[config.mk]
export PLATFORM = sky130hd
export DESIGN_NAME = mxalun_seq
export DESIGN_NICKNAME = d
export VERILOG_FILES = /design/src/rtl/mxalun_seq.sv
export SDC_FILE = /design/constraint.sdc
export NUM_CORES = 1
export LEC_CHECK = 0
export CAP_MARGIN = 20
export CORE_MARGIN = 2
export CORE_UTILIZATION = 29
export CTS_CLUSTER_DIAMETER = 120
export CTS_CLUSTER_SIZE = 12
export DETAILED_ROUTE_END_ITERATION = 8
export PLACE_DENSITY = 0.53
export SKIP_CTS_REPAIR_TIMING = 1
export SLEW_MARGIN = 20
export SYNTH_ARGS = -nofsm -noshare
export SYNTH_HDL_FRONTEND = slang
export SYNTH_SLANG_ARGS = --single-unit
[constraint.sdc]
create_clock -name clk -period 12.1 [get_ports clk]
set_clock_uncertainty 0.05 [all_clocks]
set_input_delay 2.42 -clock clk [delete_from_list [all_inputs] [get_ports clk]]
set_output_delay 2.42 -clock clk [all_outputs]
set_load 0.02 [all_outputs]
[src/rtl/mxalun_seq.sv]
// rtl/mxalun_seq.sv - byte-serial ALU with valid/ready handshake and flag outputs
//
// Purpose: accepts opcode/operands on an in_valid & in_ready edge, then works
// through the operands one byte per clock, LSB byte first, chaining the carry
// between bytes. When every byte is done the result and flags are held with
// out_valid until the consumer takes them.
//
// Ports:
//   clk        rising-edge clock
//   rst        synchronous active-high reset
//   cs_n       chip select, active low; high blocks acceptance only
//   in_valid   opcode/operands valid
//   in_ready   block can accept (IDLE and selected)
//   opcode     operation select (4 bits)
//   a, b       operands (WIDTH bits)
//   cin        carry in, used by ADC/SBB
//   out_valid  result valid (DONE)
//   out_ready  consumer accepts result
//   f          result (WIDTH bits)
//   carry      carry out of the top byte / not-borrow for subtract forms
//   zero       arithmetic/logic result is all zeros
//   a_b        captured a equals captured b

module mxalun_seq #(
    parameter int WIDTH = 16
) (
    input  logic             clk,
    input  logic             rst,
    input  logic             cs_n,
    input  logic             in_valid,
    output logic             in_ready,
    input  logic [3:0]       opcode,
    input  logic [WIDTH-1:0] a,
    input  logic [WIDTH-1:0] b,
    input  logic             cin,
    output logic             out_valid,
    input  logic             out_ready,
    output logic [WIDTH-1:0] f,
    output logic             carry,
    output logic             zero,
    output logic             a_b
);

    localparam int NBYTES = WIDTH / 8;
    localparam int CW     = $clog2(NBYTES) + 1;
    localparam logic [CW-1:0] LAST_BYTE = CW'(NBYTES - 1);

    localparam logic [3:0] OP_ADD  = 4'h0;
    localparam logic [3:0] OP_ADC  = 4'h1;
    localparam logic [3:0] OP_SUB  = 4'h2;
    localparam logic [3:0] OP_SBB  = 4'h3;
    localparam logic [3:0] OP_AND  = 4'h4;
    localparam logic [3:0] OP_OR   = 4'h5;
    localparam logic [3:0] OP_XOR  = 4'h6;
    localparam logic [3:0] OP_NOT  = 4'h7;
    localparam logic [3:0] OP_PASA = 4'h8;
    localparam logic [3:0] OP_PASB = 4'h9;
    localparam logic [3:0] OP_INC  = 4'hA;
    localparam logic [3:0] OP_DEC  = 4'hB;
    localparam logic [3:0] OP_NAND = 4'hC;
    localparam logic [3:0] OP_NOR  = 4'hD;
    localparam logic [3:0] OP_XNOR = 4'hE;
    localparam logic [3:0] OP_CMP  = 4'hF;

    typedef enum logic [1:0] {
        IDLE = 2'd0,
        RUN  = 2'd1,
        DONE = 2'd2
    } state_t;

    state_t state;
    state_t state_next;

    logic [3:0]       op_q;
    logic [WIDTH-1:0] a_q;
    logic [WIDTH-1:0] b_q;
    logic             cin_q;
    logic [CW-1:0]    cnt;
    logic [WIDTH-1:0] f_q;
    logic             carry_q;
    logic             zero_q;
    logic             a_b_q;

    logic             accept;
    logic             release_result;
    logic             last_byte;

    logic [7:0]       a_byte;
    logic [7:0]       b_byte;
    logic [7:0]       b_op;
    logic             c_first;
    logic             c_in;
    logic             is_arith;
    logic [8:0]       sum;
    logic [7:0]       res_byte;
    logic [7:0]       f_byte;

    assign in_ready       = (state == IDLE) & ~cs_n;
    assign accept         = in_valid & in_ready;
    assign out_valid      = (state == DONE);
    assign release_result = out_valid & out_ready;
    assign last_byte      = (cnt == LAST_BYTE);

    assign f     = f_q;
    assign carry = carry_q;
    assign zero  = zero_q;
    assign a_b   = a_b_q;

    // State register
    always_ff @(posedge clk) begin
        if (rst) begin
            state <= IDLE;
        end else begin
            state <= state_next;
        end
    end

    // Next-state logic
    always_comb begin
        state_next = state;
        case (state)
            IDLE: if (accept)         state_next = RUN;
            RUN:  if (last_byte)      state_next = DONE;
            DONE: if (release_result) state_next = IDLE;
            default:                  state_next = IDLE;
        endcase
    end

    // Pick the operand bytes addressed by the byte counter
    always_comb begin
        a_byte = '0;
        b_byte = '0;
        for (int i = 0; i < NBYTES; i++) begin
            if (cnt == CW'(i)) begin
                a_byte = a_q[8*i +: 8];
                b_byte = b_q[8*i +: 8];
            end
        end
    end

    // Byte slice: the adder sees a + b_op + c_in. Subtract forms invert b,
    // INC/DEC replace b with a constant so one adder covers every arithmetic op.
    always_comb begin
        b_op     = b_byte;
        c_first  = 1'b0;
        is_arith = 1'b1;
        case (op_q)
            OP_ADD:  begin b_op = b_byte;  c_first = 1'b0;  end
            OP_ADC:  begin b_op = b_byte;  c_first = cin_q; end
            OP_SUB:  begin b_op = ~b_byte; c_first = 1'b1;  end
            OP_SBB:  begin b_op = ~b_byte; c_first = cin_q; end
            OP_CMP:  begin b_op = ~b_byte; c_first = 1'b1;  end
            OP_INC:  begin b_op = 8'h00;   c_first = 1'b1;  end
            OP_DEC:  begin b_op = 8'hFF;   c_first = 1'b0;  end
            default: begin b_op = b_byte;  is_arith = 1'b0; end
        endcase

        // Only the first byte uses the opcode carry-in; later bytes take the chain
        c_in = (cnt == '0) ? c_first : carry_q;
        sum  = {1'b0, a_byte} + {1'b0, b_op} + {8'h00, c_in};

        res_byte = sum[7:0];
        case (op_q)
            OP_AND:  res_byte = a_byte & b_byte;
            OP_OR:   res_byte = a_byte | b_byte;
            OP_XOR:  res_byte = a_byte ^ b_byte;
            OP_NOT:  res_byte = ~a_byte;
            OP_PASA: res_byte = a_byte;
            OP_PASB: res_byte = b_byte;
            OP_NAND: res_byte = ~(a_byte & b_byte);
            OP_NOR:  res_byte = ~(a_byte | b_byte);
            OP_XNOR: res_byte = ~(a_byte ^ b_byte);
            default: res_byte = sum[7:0];
        endcase

        // CMP reports a-b through the flags but leaves f equal to a
        f_byte = (op_q == OP_CMP) ? a_byte : res_byte;
    end

    // Capture and byte-serial datapath
    always_ff @(posedge clk) begin
        if (rst) begin
            op_q    <= '0;
            a_q     <= '0;
            b_q     <= '0;
            cin_q   <= 1'b0;
            cnt     <= '0;
            f_q     <= '0;
            carry_q <= 1'b0;
            zero_q  <= 1'b0;
            a_b_q   <= 1'b0;
        end else if (accept) begin
            op_q    <= opcode;
            a_q     <= a;
            b_q     <= b;
            cin_q   <= cin;
            cnt     <= '0;
            carry_q <= 1'b0;
            zero_q  <= 1'b0;
            a_b_q   <= (a == b);
        end else if (state == RUN) begin
            cnt <= cnt + 1'b1;
            for (int i = 0; i < NBYTES; i++) begin
                if (cnt == CW'(i)) begin
                    f_q[8*i +: 8] <= f_byte;
                end
            end
            // After the last byte this holds the carry out of the top byte
            carry_q <= is_arith ? sum[8] : 1'b0;
            // Zero accumulates across bytes; the first byte starts it fresh
            zero_q  <= ((cnt == '0) ? 1'b1 : zero_q) & (res_byte == 8'h00);
        end
    end

endmodule

==> reports/metrics.cfg, run 1 <==
[critical_path]
crit_chain = clkdlybuf4s50_1, nor3_1, clkdlybuf4s50_1
critPathMaxStageDelay_ps = 670
top_delay_family_on_crit_path = buffers and inverters
critPathSlowestCell = sky130_fd_sc_hd__clkdlybuf4s50_1
critPathLaunchType = primary input
crit_path_end_kind = output pin
arrival_ps = 3730
timing_worst_setup_path_type = in -> out
critical-path-top-cell-by-count = sky130_fd_sc_hd__clkdlybuf4s50_1
worstPathMaxFanout = 3
critPathRequiredTime_ps = 9630
path_buf_inv = 2

[grt]
track_usage_pct = 15.8
grt_pass1_wl_um = 20100
grt_start_max_net_pins = 60
grt_pass1_vias = 3965
total_grt_overflow = 0
antenna_violations_before_repair = 0

[synthesis]
synth_fp_nets = 659
synth.largest_area_cell = sky130_fd_sc_hd__dfxtp_1
synth_area_leaders = sky130_fd_sc_hd__dfxtp_1 28%, sky130_fd_sc_hd__nand2_1 11%, sky130_fd_sc_hd__a21oi_1 8.1%
top_ff_cell_synth = sky130_fd_sc_hd__dfxtp_1
postSynthCellCount = 590
synth_seq_area_share_pct = 28.1
yosys_register_bits = 60
avgSynthCellArea_um2 = 7.25
syn-cell-area_um2 = 4280
postSynth.asyncResetShare_pct = 0
share_of_the_synthesized_area_in_the_top_cell_type_pct = 28.1
synthDistinctLibCells = 64
synth-edff-count = 0
yosys_warnings = 0

[clock_tree]
clk-insertion-delay-late_ps = 330
cts_num_sinks = 60
h_tree_levels = 3
clock_tree_from_tritoncts = yes
clockBufferDepth = 2
cts_buffers = 9
cts.reportedPaths.clkPinSlew_ps = 50
ctsRootBufferMaster = sky130_fd_sc_hd__clkbuf_16

[placement]
gp_routability_congestion = 0.933
io_buffer_count = 62
dp_hpwl_um = 9180

[detailed_routing]
routed_wirelength_um = 12600
route.detailed.drc = 0
avgViaCountPerCell = 5.24
routed_wire_length_per_instance_um = 15.3
antenna_left = 0
drt_first_iter_violations = 203
via_count = 4294
detail_route.first_pass.iterations = 4

[power]
worst_ir_drop_vdd_uv = 70.6
power_per_cell_area_nw_per_um2 = 119
p_leak_nw = 2.06

[cells_and_area]
layout.area.seq_um2 = 1200
number_of_nets_in_the_layout = 700
most_common_cell_after_layout_fill_and_taps_aside = sky130_fd_sc_hd__nand2_1
mostFrequentLayoutCells = 122 x sky130_fd_sc_hd__nand2_1, 69 x sky130_fd_sc_hd__a21oi_1, 61 x sky130_fd_sc_hd__clkdlybuf4s50_1
syn_to_final_growth_pct = 24.7
num_antenna_cells = 0
layout.filler_cells = 1540
drive_above_1_share_pct = 5.66
multi_input_area_um2 = 2810

[sta]
final.period_utilization_pct = 51.3
max_slew.worst_pin.slew_ps = 1080
timing.hold.ws_ps = 404
timing.final.crit_period_ps = 6200
drv_slew = 0
totalNegativeSetupSlack_ps = 0
finalHoldViolCount = 0
slew-limit-headroom_pct = 27.9
finalSetupViolCount = 0
fmax_mhz = 161
setup_repair_after_global_routing_missed_its_margin = false

[floorplanning]
start_util_pct = 29.5
die_width_um = 125
core_um2 = 14500
dieArea_um2 = 15700
row_count = 44
num_io_pins = 63
die_h_um = 125

[run_status]
outcome = completed

[run]
maxCapViolCount = 0

[worst_hold_path]
hp-class = reg -> reg

==> layout make-up <==
cell class	instances	area share, %
clock buffer	10	4.48
clock inverter	6	1.62
inverter	21	1.48
multi-input combinational	468	52.8
sequential	60	22.5
tap	184	4.32
timing repair buffer	71	12.8
==> synth_stat cells (8+ instances only) <==
| cell | instances |
|---|---|
| sky130_fd_sc_hd__nand3_1 | 10 |
| sky130_fd_sc_hd__ha_1 | 25 |
| sky130_fd_sc_hd__nor2_1 | 45 |
| sky130_fd_sc_hd__dfxtp_1 | 60 |
| sky130_fd_sc_hd__inv_1 | 20 |
| sky130_fd_sc_hd__clkbuf_1 | 25 |
| sky130_fd_sc_hd__and2_1 | 8 |
| sky130_fd_sc_hd__xnor2_1 | 26 |
| sky130_fd_sc_hd__o21a_1 | 12 |
| sky130_fd_sc_hd__buf_2 | 8 |
| sky130_fd_sc_hd__nand2_1 | 122 |
| sky130_fd_sc_hd__nor3_1 | 10 |
| sky130_fd_sc_hd__a21oi_1 | 69 |
| sky130_fd_sc_hd__a211oi_1 | 13 |
| sky130_fd_sc_hd__o21ai_0 | 34 |
==> where the power goes <==
| group | internal, mW | total, mW | switching (mW) |
|---|---|---|---|
| logic | 0.0608 | 0.146 | 0.0849 |
| registers | 0.207 | 0.212 | 0.00483 |
| clock network | 0.186 | 0.278 | 0.0920 |
==> sequential cells by signal, summed over array words and instances (netlist names) <==
register / cells
a_b: 1
a_q: 16
b_q: 16
carry: 1
cin_q: 1
cnt: 2
f: 16
op_q: 4
state: 2
zero: 1
==> path summary, 6_finish.rpt <==
path,slack (ps),depth (start not counted),to,startpoint
hold / removal,400,2,a_q[1],a_q[1]
setup reg to reg,7860,13,f[14],op_q[0]
setup / recovery,5900,3,in_ready,cs_n
hold reg to reg,400,2,a_q[1],a_q[1]
==> cells by family (layout without fill, tap and decap cells) <==
family          Yosys count  count (layout)  synth area share (%)
buf+inv                  62             108                  6.12
simple gates            233             233                  24.7
flops                    60              60                  28.1
mux                       6               6                  1.46
compound gates          173             173                  25.4
xor+xnor                 29              29                  5.94
fa+ha+maj                27              27                  8.25
==> routing by layer <==
layer  share of wire (%)  global-route usage, %  vias up
li1                    -                      -     2123
met1                  47                   21.1     2017
met2                  45                   25.4      129
met3                 4.7                   2.91       25
met4                 2.7                   5.82        0
met5                   0                      0        -
==> worst reg2reg max path, delay by kind of cell, from the launching register on <==
kind / cells / cell delay (ps)
buffers and inverters: 1 / 340
AO/OA/AOI/OAI: 7 / 1910
flip-flops: 1 / 300
adder cells (fa/ha/maj): 2 / 940
AND/OR/NAND/NOR: 2 / 510
XOR/XNOR: 1 / 120
==> metrics by stage <==
step           area [µm²]  util, %  instances  power [mW]  worst slack, ps
6_report             5330     36.8        820       0.636             5900
5_1_grt              5330     36.8        820       0.667             5800
4_1_cts              5330     36.8        820       0.642             5890
3_5_place_dp         5010     34.6        804       0.361             5880
3_3_place_gp         5010     34.6        804       0.358             5920
2_1_floorplan        4280        -        590       0.311             6680
(Power assumes the default switching activity.)
==> inputs of run 2 (changes only) <==
==> constraint.sdc (replaced) <==
create_clock -name clk -period 5.97 [get_ports clk]
set_clock_uncertainty 0.05 [all_clocks]
set_input_delay 1.194 -clock clk [delete_from_list [all_inputs] [get_ports clk]]
set_output_delay 1.194 -clock clk [all_outputs]
set_load 0.02 [all_outputs]
==> run 2 against run 1 <==
Against the previous run: global-route usage is 1.6 points higher; wire length grew 6.1%; critical path depth is 13 higher; combinational power up 99%; worst hold slack better by 0.77 ps; core utilization rose by 0.069 points; clock power rose by 110%; cell count down 0.12%; highest routed layer unchanged.
==> reports/metrics.cfg, run 2 (synthesis results as in run 1) <==
[cells_and_area]
number_of_nets_in_the_layout = 700  ; unchanged
mostFrequentLayoutCells = 122 x sky130_fd_sc_hd__nand2_1, 69 x sky130_fd_sc_hd__a21oi_1, 61 x sky130_fd_sc_hd__clkdlybuf4s50_1
num_antenna_cells = 0  ; unchanged
multi_input_area_um2 = 2810  ; unchanged
final_core_utilization_pct = 36.9  ; +0.069 points
finish.cell_count_without_fillers = 819  ; -0.12%
layout.area.seq_um2 = 1200  ; unchanged
drive_above_1_share_pct = 5.51  ; -0.15 points
layout.filler_cells = 1523  ; -1.1%
syn_to_final_growth_pct = 24.9
most_common_cell_after_layout_fill_and_taps_aside = sky130_fd_sc_hd__nand2_1

[floorplanning]
start_util_pct = 29.5  ; unchanged
dieArea_um2 = 15700  ; unchanged
die_width_um = 125  ; unchanged
row_count = 44  ; unchanged
num_io_pins = 63  ; unchanged
die_h_um = 125  ; unchanged
core_um2 = 14500  ; unchanged

[sta]
finalSetupViolCount = 0  ; unchanged
totalNegativeSetupSlack_ps = 0  ; unchanged
fmax_mhz = 227
max_slew.worst_pin.slew_ps = 1060  ; -19.2 ps
setup_repair_after_global_routing_missed_its_margin = false
drv_slew = 0  ; unchanged
slew-limit-headroom_pct = 29.2  ; +1.3 points
finalHoldViolCount = 0  ; unchanged
timing.final.crit_period_ps = 4400
setup_slack_ps = 1570  ; -4330 ps
final.period_utilization_pct = 73.7

[placement]
preCtsSetupSlack_ps = 1610  ; -4280 ps
numPlacedInstances = 804  ; unchanged
gp_routability_congestion = 0.969  ; +3.9%
dp_hpwl_um = 10200  ; +11%
io_buffer_count = 62  ; unchanged

[clock_tree]
ctsRootBufferMaster = sky130_fd_sc_hd__clkbuf_16
clk-insertion-delay-late_ps = 330  ; about the same
cts.reportedPaths.clkPinSlew_ps = 50  ; about the same
clock_tree_from_tritoncts = yes
clockBufferDepth = 2  ; unchanged
h_tree_levels = 3  ; unchanged
cts_num_sinks = 60  ; unchanged
cts_buffers = 9  ; unchanged

[grt]
track_usage_pct = 17.4  ; +1.6 points
antenna_violations_before_repair = 0  ; unchanged
grt_start_max_net_pins = 60  ; unchanged
grt_pass1_vias = 4112  ; +3.7%
total_grt_overflow = 0  ; unchanged
grt_pass1_wl_um = 21700  ; +7.7%

[detailed_routing]
via_count = 4217  ; -1.8%
avgViaCountPerCell = 5.15  ; -1.7%
antenna_left = 0  ; unchanged
routed_wirelength_um = 13300  ; +6.1%
detail_route.first_pass.iterations = 4  ; unchanged
drt_first_iter_violations = 234  ; +15%
route.detailed.drc = 0  ; unchanged
routed_wire_length_per_instance_um = 16.3  ; +6.2%

[run]
maxCapViolCount = 0  ; unchanged

[critical_path]
timing_worst_setup_path_type = reg -> reg
worstReg2RegEnd = f[12]
minimum_setup_slack_among_reg_to_reg_paths_ps = 1570  ; -6290 ps
r2r.worst_path.cells = 16  ; +3
arrival_ps = 4590  ; +860 ps
timing.rr.start = cnt[0]
critPathRequiredTime_ps = 6160  ; -3470 ps
crit_path_end_kind = register
worstPathMaxFanout = 20  ; +17
critPathLaunchType = register

[worst_hold_path]
hold_start = b_q[10]
hp-class = reg -> reg
hold_endpoint = b_q[10]
worst_hold_path.num_cells = 2  ; unchanged

[run_status]
outcome = completed

[power]
power_per_cell_area_nw_per_um2 = 244  ; +100%
worst_ir_drop_vdd_uv = 113  ; +60%
p_leak_nw = 2.06  ; +0.29%

## run 2: cell count changes in the layout (fill, tap and decap cells not counted)
cell and delta:
sky130_fd_sc_hd__clkinvlp_4 -1, sky130_fd_sc_hd__clkinv_4 +1, sky130_fd_sc_hd__clkbuf_8 +2, sky130_fd_sc_hd__clkinv_2 -2, sky130_fd_sc_hd__inv_6 -1
## run 2: worst max path at each step
| stage | start | end | slack [ps] | cells after the start |
|---|---|---|---|---|
| floorplan | op_q[1] | f[14] | 2060 | 14 |
| global placement | cnt[0] | f[12] | 1640 | 16 |
| detailed placement | cnt[0] | f[12] | 1610 | 16 |
| CTS | cnt[0] | f[12] | 1590 | 16 |
| global route | cnt[0] | f[14] | 1190 | 17 |
| finish | cnt[0] | f[12] | 1570 | 16 |
## run 2: cell type report
type | instances | area share, %
multi-input combinational | 468 | 52.7
sequential | 60 | 22.5
timing repair buffer | 71 | 12.8
clock buffer | 12 | 4.99
tap | 184 | 4.31
inverter | 21 | 1.48
clock inverter | 3 | 1.29
## run 2: metal layers
layer / global-route usage (%) / wire [µm]
met1: 23.0 / 6100
met2: 27.5 / 6190
met3: 3.29 / 629
met4: 7.97 / 420
met5: 0 / 0
## run 2: metrics by stage
step,area [µm²],total power [mW],hold WS (ps)
6_report,5340,1.30,405
2_1_floorplan,4280,0.630,382
4_1_cts,5340,1.32,405
3_5_place_dp,5010,0.735,397
5_1_grt,5340,1.37,417
3_3_place_gp,5010,0.734,397
## run 2: worst max-delay path, stage by stage (launching register included)
cell and delay, ps:
sky130_fd_sc_hd__dfxtp_1 330, sky130_fd_sc_hd__inv_1 60, sky130_fd_sc_hd__ha_1 660, sky130_fd_sc_hd__nand2_1 120, sky130_fd_sc_hd__o21a_1 250, sky130_fd_sc_hd__inv_1 130
sky130_fd_sc_hd__a21oi_1 70, sky130_fd_sc_hd__o21ai_0 170, sky130_fd_sc_hd__o21ai_0 140, sky130_fd_sc_hd__fa_1 450, sky130_fd_sc_hd__fa_1 440, sky130_fd_sc_hd__a211oi_1 230
sky130_fd_sc_hd__nor2_1 90, sky130_fd_sc_hd__o21ai_0 370, sky130_fd_sc_hd__o41a_1 340, sky130_fd_sc_hd__a21oi_1 130, sky130_fd_sc_hd__a211oi_1 260
## run 2: report_power, final
part           leakage, nW  switching, mW  internal [mW]  total (mW)
logic                 1.41          0.167          0.123       0.290
registers            0.489         0.0156          0.421       0.436
clock network        0.165          0.179          0.397       0.576
total                 2.06          0.362          0.941        1.30
==> inputs of run 3 (changes only) <==
--- a/config.mk
+++ b/config.mk
@@ -11,7 +11,7 @@
 export CTS_CLUSTER_DIAMETER = 120
 export CTS_CLUSTER_SIZE = 12
 export DETAILED_ROUTE_END_ITERATION = 8
-export PLACE_DENSITY = 0.53
+export PLACE_DENSITY = 0.55
 export SKIP_CTS_REPAIR_TIMING = 1
 export SLEW_MARGIN = 20
 export SYNTH_ARGS = -nofsm -noshare
==> constraint.sdc (replaced) <==
create_clock -name clk -period 3.7 [get_ports clk]
set_clock_uncertainty 0.05 [all_clocks]
set_input_delay 0.74 -clock clk [delete_from_list [all_inputs] [get_ports clk]]
set_output_delay 0.74 -clock clk [all_outputs]
set_load 0.02 [all_outputs]
==> run 3 against run 2 <==
Against the previous run: first-iteration DRC count is 2.6% higher; maximum frequency up 25%; sequential share of layout area is 0.80 points lower; core utilization rose by 1.4 points; combinational power is 74% higher; sequential power rose by 61%; via count grew 2.4%; count of clock-buffer cells in the layout unchanged; register-to-register slack lost 1400 ps; die area unchanged; critical path depth is 2 lower; critical path type unchanged; highest routed layer unchanged.
==> reports/metrics.cfg, run 3 (synthesis results as in run 1) <==
[critical_path]
critPathMaxStageDelay_ps = 590  ; -70 ps
crit_path_end_kind = register
worstReg2RegEnd = zero
critPathLaunchType = register
minimum_setup_slack_among_reg_to_reg_paths_ps = 180  ; -1390 ps
critPathSlowestCell = sky130_fd_sc_hd__or4b_1
arrival_ps = 3760  ; -830 ps
critical-path-top-cell-by-count = sky130_fd_sc_hd__buf_4
r2r.worst_path.cells = 14  ; -2
crit_chain = inv_2, ha_4, buf_4, nand3b_4, a21boi_2, buf_4, ha_1, nand2b_4, a221o_1, o211a_1, a311o_1, or4b_1, nor4_4, a31o_1
timing_worst_setup_path_type = reg -> reg
timing.rr.start = cnt[1]
worstPathMaxFanout = 7  ; -65%
critPathRequiredTime_ps = 3930  ; -2230 ps

[grt]
grt_start_max_net_pins = 59  ; -1.7%
antenna_violations_before_repair = 0  ; unchanged
track_usage_pct = 17.4  ; -0.032 points
total_grt_overflow = 0  ; unchanged
grt_pass1_vias = 4274  ; +3.9%
grt_pass1_wl_um = 21900  ; +1.0%

[clock_tree]
clock_tree_from_tritoncts = yes
cts.reportedPaths.clkPinSlew_ps = 50  ; about the same
cts_buffers = 9  ; unchanged
h_tree_levels = 3  ; unchanged
clockBufferDepth = 2  ; unchanged
ctsRootBufferMaster = sky130_fd_sc_hd__clkbuf_16
clk-insertion-delay-late_ps = 340  ; about the same
cts_num_sinks = 60  ; unchanged

[floorplanning]
dieArea_um2 = 15700  ; unchanged
start_util_pct = 29.5  ; unchanged
die_h_um = 125  ; unchanged
die_width_um = 125  ; unchanged
core_um2 = 14500  ; unchanged
row_count = 44  ; unchanged
num_io_pins = 63  ; unchanged

[detailed_routing]
route.detailed.drc = 0  ; unchanged
drt_first_iter_violations = 240  ; +2.6%
routed_wirelength_um = 13300  ; -0.40%
detail_route.first_pass.iterations = 4  ; unchanged
antenna_left = 0  ; unchanged
avgViaCountPerCell = 5.14  ; -0.16%
via_count = 4318  ; +2.4%
routed_wire_length_per_instance_um = 15.8  ; -2.9%

[sta]
max_slew.worst_pin.slew_ps = 588  ; -474 ps
timing.final.crit_period_ps = 3520  ; -878 ps
finalHoldViolCount = 0  ; unchanged
drv_slew = 0  ; unchanged
setup_repair_after_global_routing_missed_its_margin = false
setup_slack_ps = 176  ; -1390 ps
final.period_utilization_pct = 95.3  ; +22 points
slew-limit-headroom_pct = 60.8  ; +32 points
fmax_mhz = 284  ; +25%
finalSetupViolCount = 0  ; unchanged
totalNegativeSetupSlack_ps = 0  ; unchanged

[power]
overall_power_consumption_mw = 2.09  ; +61%
power_per_cell_area_nw_per_um2 = 377  ; +55%
worst_ir_drop_vdd_uv = 235  ; +110%
p_leak_nw = 2.15  ; +4.1%

[worst_hold_path]
worst_hold_path.num_cells = 2  ; unchanged
hold_start = b_q[10]
hold_endpoint = b_q[10]
hp-class = reg -> reg

[cells_and_area]
layout.cell_area.non_filler_um2 = 5550  ; +3.8%
layout.filler_cells = 1530  ; +0.46%
number_of_nets_in_the_layout = 720  ; +2.9%
syn_to_final_growth_pct = 29.7
drive_above_1_share_pct = 10.4  ; +4.9 points
num_antenna_cells = 0  ; unchanged
mostFrequentLayoutCells = 122 x sky130_fd_sc_hd__nand2_1, 67 x sky130_fd_sc_hd__a21oi_1, 61 x sky130_fd_sc_hd__clkdlybuf4s50_1
most_common_cell_after_layout_fill_and_taps_aside = sky130_fd_sc_hd__nand2_1
final_core_utilization_pct = 38.3  ; +1.4 points

[placement]
gp_routability_congestion = 0.933  ; -3.8%
place_area_um2 = 5150  ; +2.9%
dp_hpwl_um = 10200  ; +0.13%
preCtsSetupSlack_ps = 64.0  ; -1540 ps
io_buffer_count = 62  ; unchanged

[run_status]
outcome = completed

[run]
maxCapViolCount = 0  ; unchanged

run 3: cell types whose count changed in the layout (fill, tap and decap cells not counted), sizes merged:
| cell | previous run | this run |
|---|---|---|
| clkinvlp | 0 | 1 |
| buf | 10 | 30 |
run 3: where the power goes:
group	internal (mW)	leakage, nW	switching [mW]	total [mW]
clock network	0.605	0.153	0.280	0.885
registers	0.679	0.489	0.0216	0.701
logic	0.222	1.51	0.283	0.505
run 3: worst max-delay path by stage:
stage          slack, ps    end  startpoint  cells past startpoint
2_1_floorplan         20   zero     op_q[1]                     13
4_1_cts               60   f[4]      cnt[1]                     16
3_3_place_gp          80   f[4]      cnt[1]                     16
5_1_grt               40  f[12]      cnt[0]                     17
6_report             180   zero      cnt[1]                     14
3_5_place_dp          60   f[4]      cnt[1]                     16
run 3: through the flow:
stage,cells,hold WS [ps]
2_1_floorplan,590,382
3_3_place_gp,823,399
3_5_place_dp,823,399
4_1_cts,839,406
5_1_grt,840,421
6_report,840,405
run 3: critical path, delay by kind of cell, from the launching register on:
kind / cells / cell delay, ps
adder cells (fa/ha/maj): 2 / 480
AO/OA/AOI/OAI: 5 / 1200
buffers and inverters: 3 / 370
AND/OR/NAND/NOR: 4 / 1060
flip-flops: 1 / 320
run 3: routing by layer:
metal | vias up | routed length [µm] | GRT usage, %
met2 | 134 | 5930 | 27.7
met3 | 23 | 787 | 3.89
met1 | 1995 | 6180 | 22.9
met4 | 0 | 403 | 6.73
met5 | - | 0 | 0
li1 | 2166 | - | -
run 3: cell type report:
| class | count | area (µm²) | share of cell area, % |
|---|---|---|---|
| multi-input cells | 468 | 2870 | 51.8 |
| flip-flops and latches | 60 | 1200 | 21.7 |
| repair buffers | 91 | 841 | 15.2 |
| clock inverters | 4 | 72.6 | 1.31 |
| well taps | 184 | 230 | 4.15 |
| clock buffers | 12 | 246 | 4.44 |
| inverters | 21 | 78.8 | 1.42 |
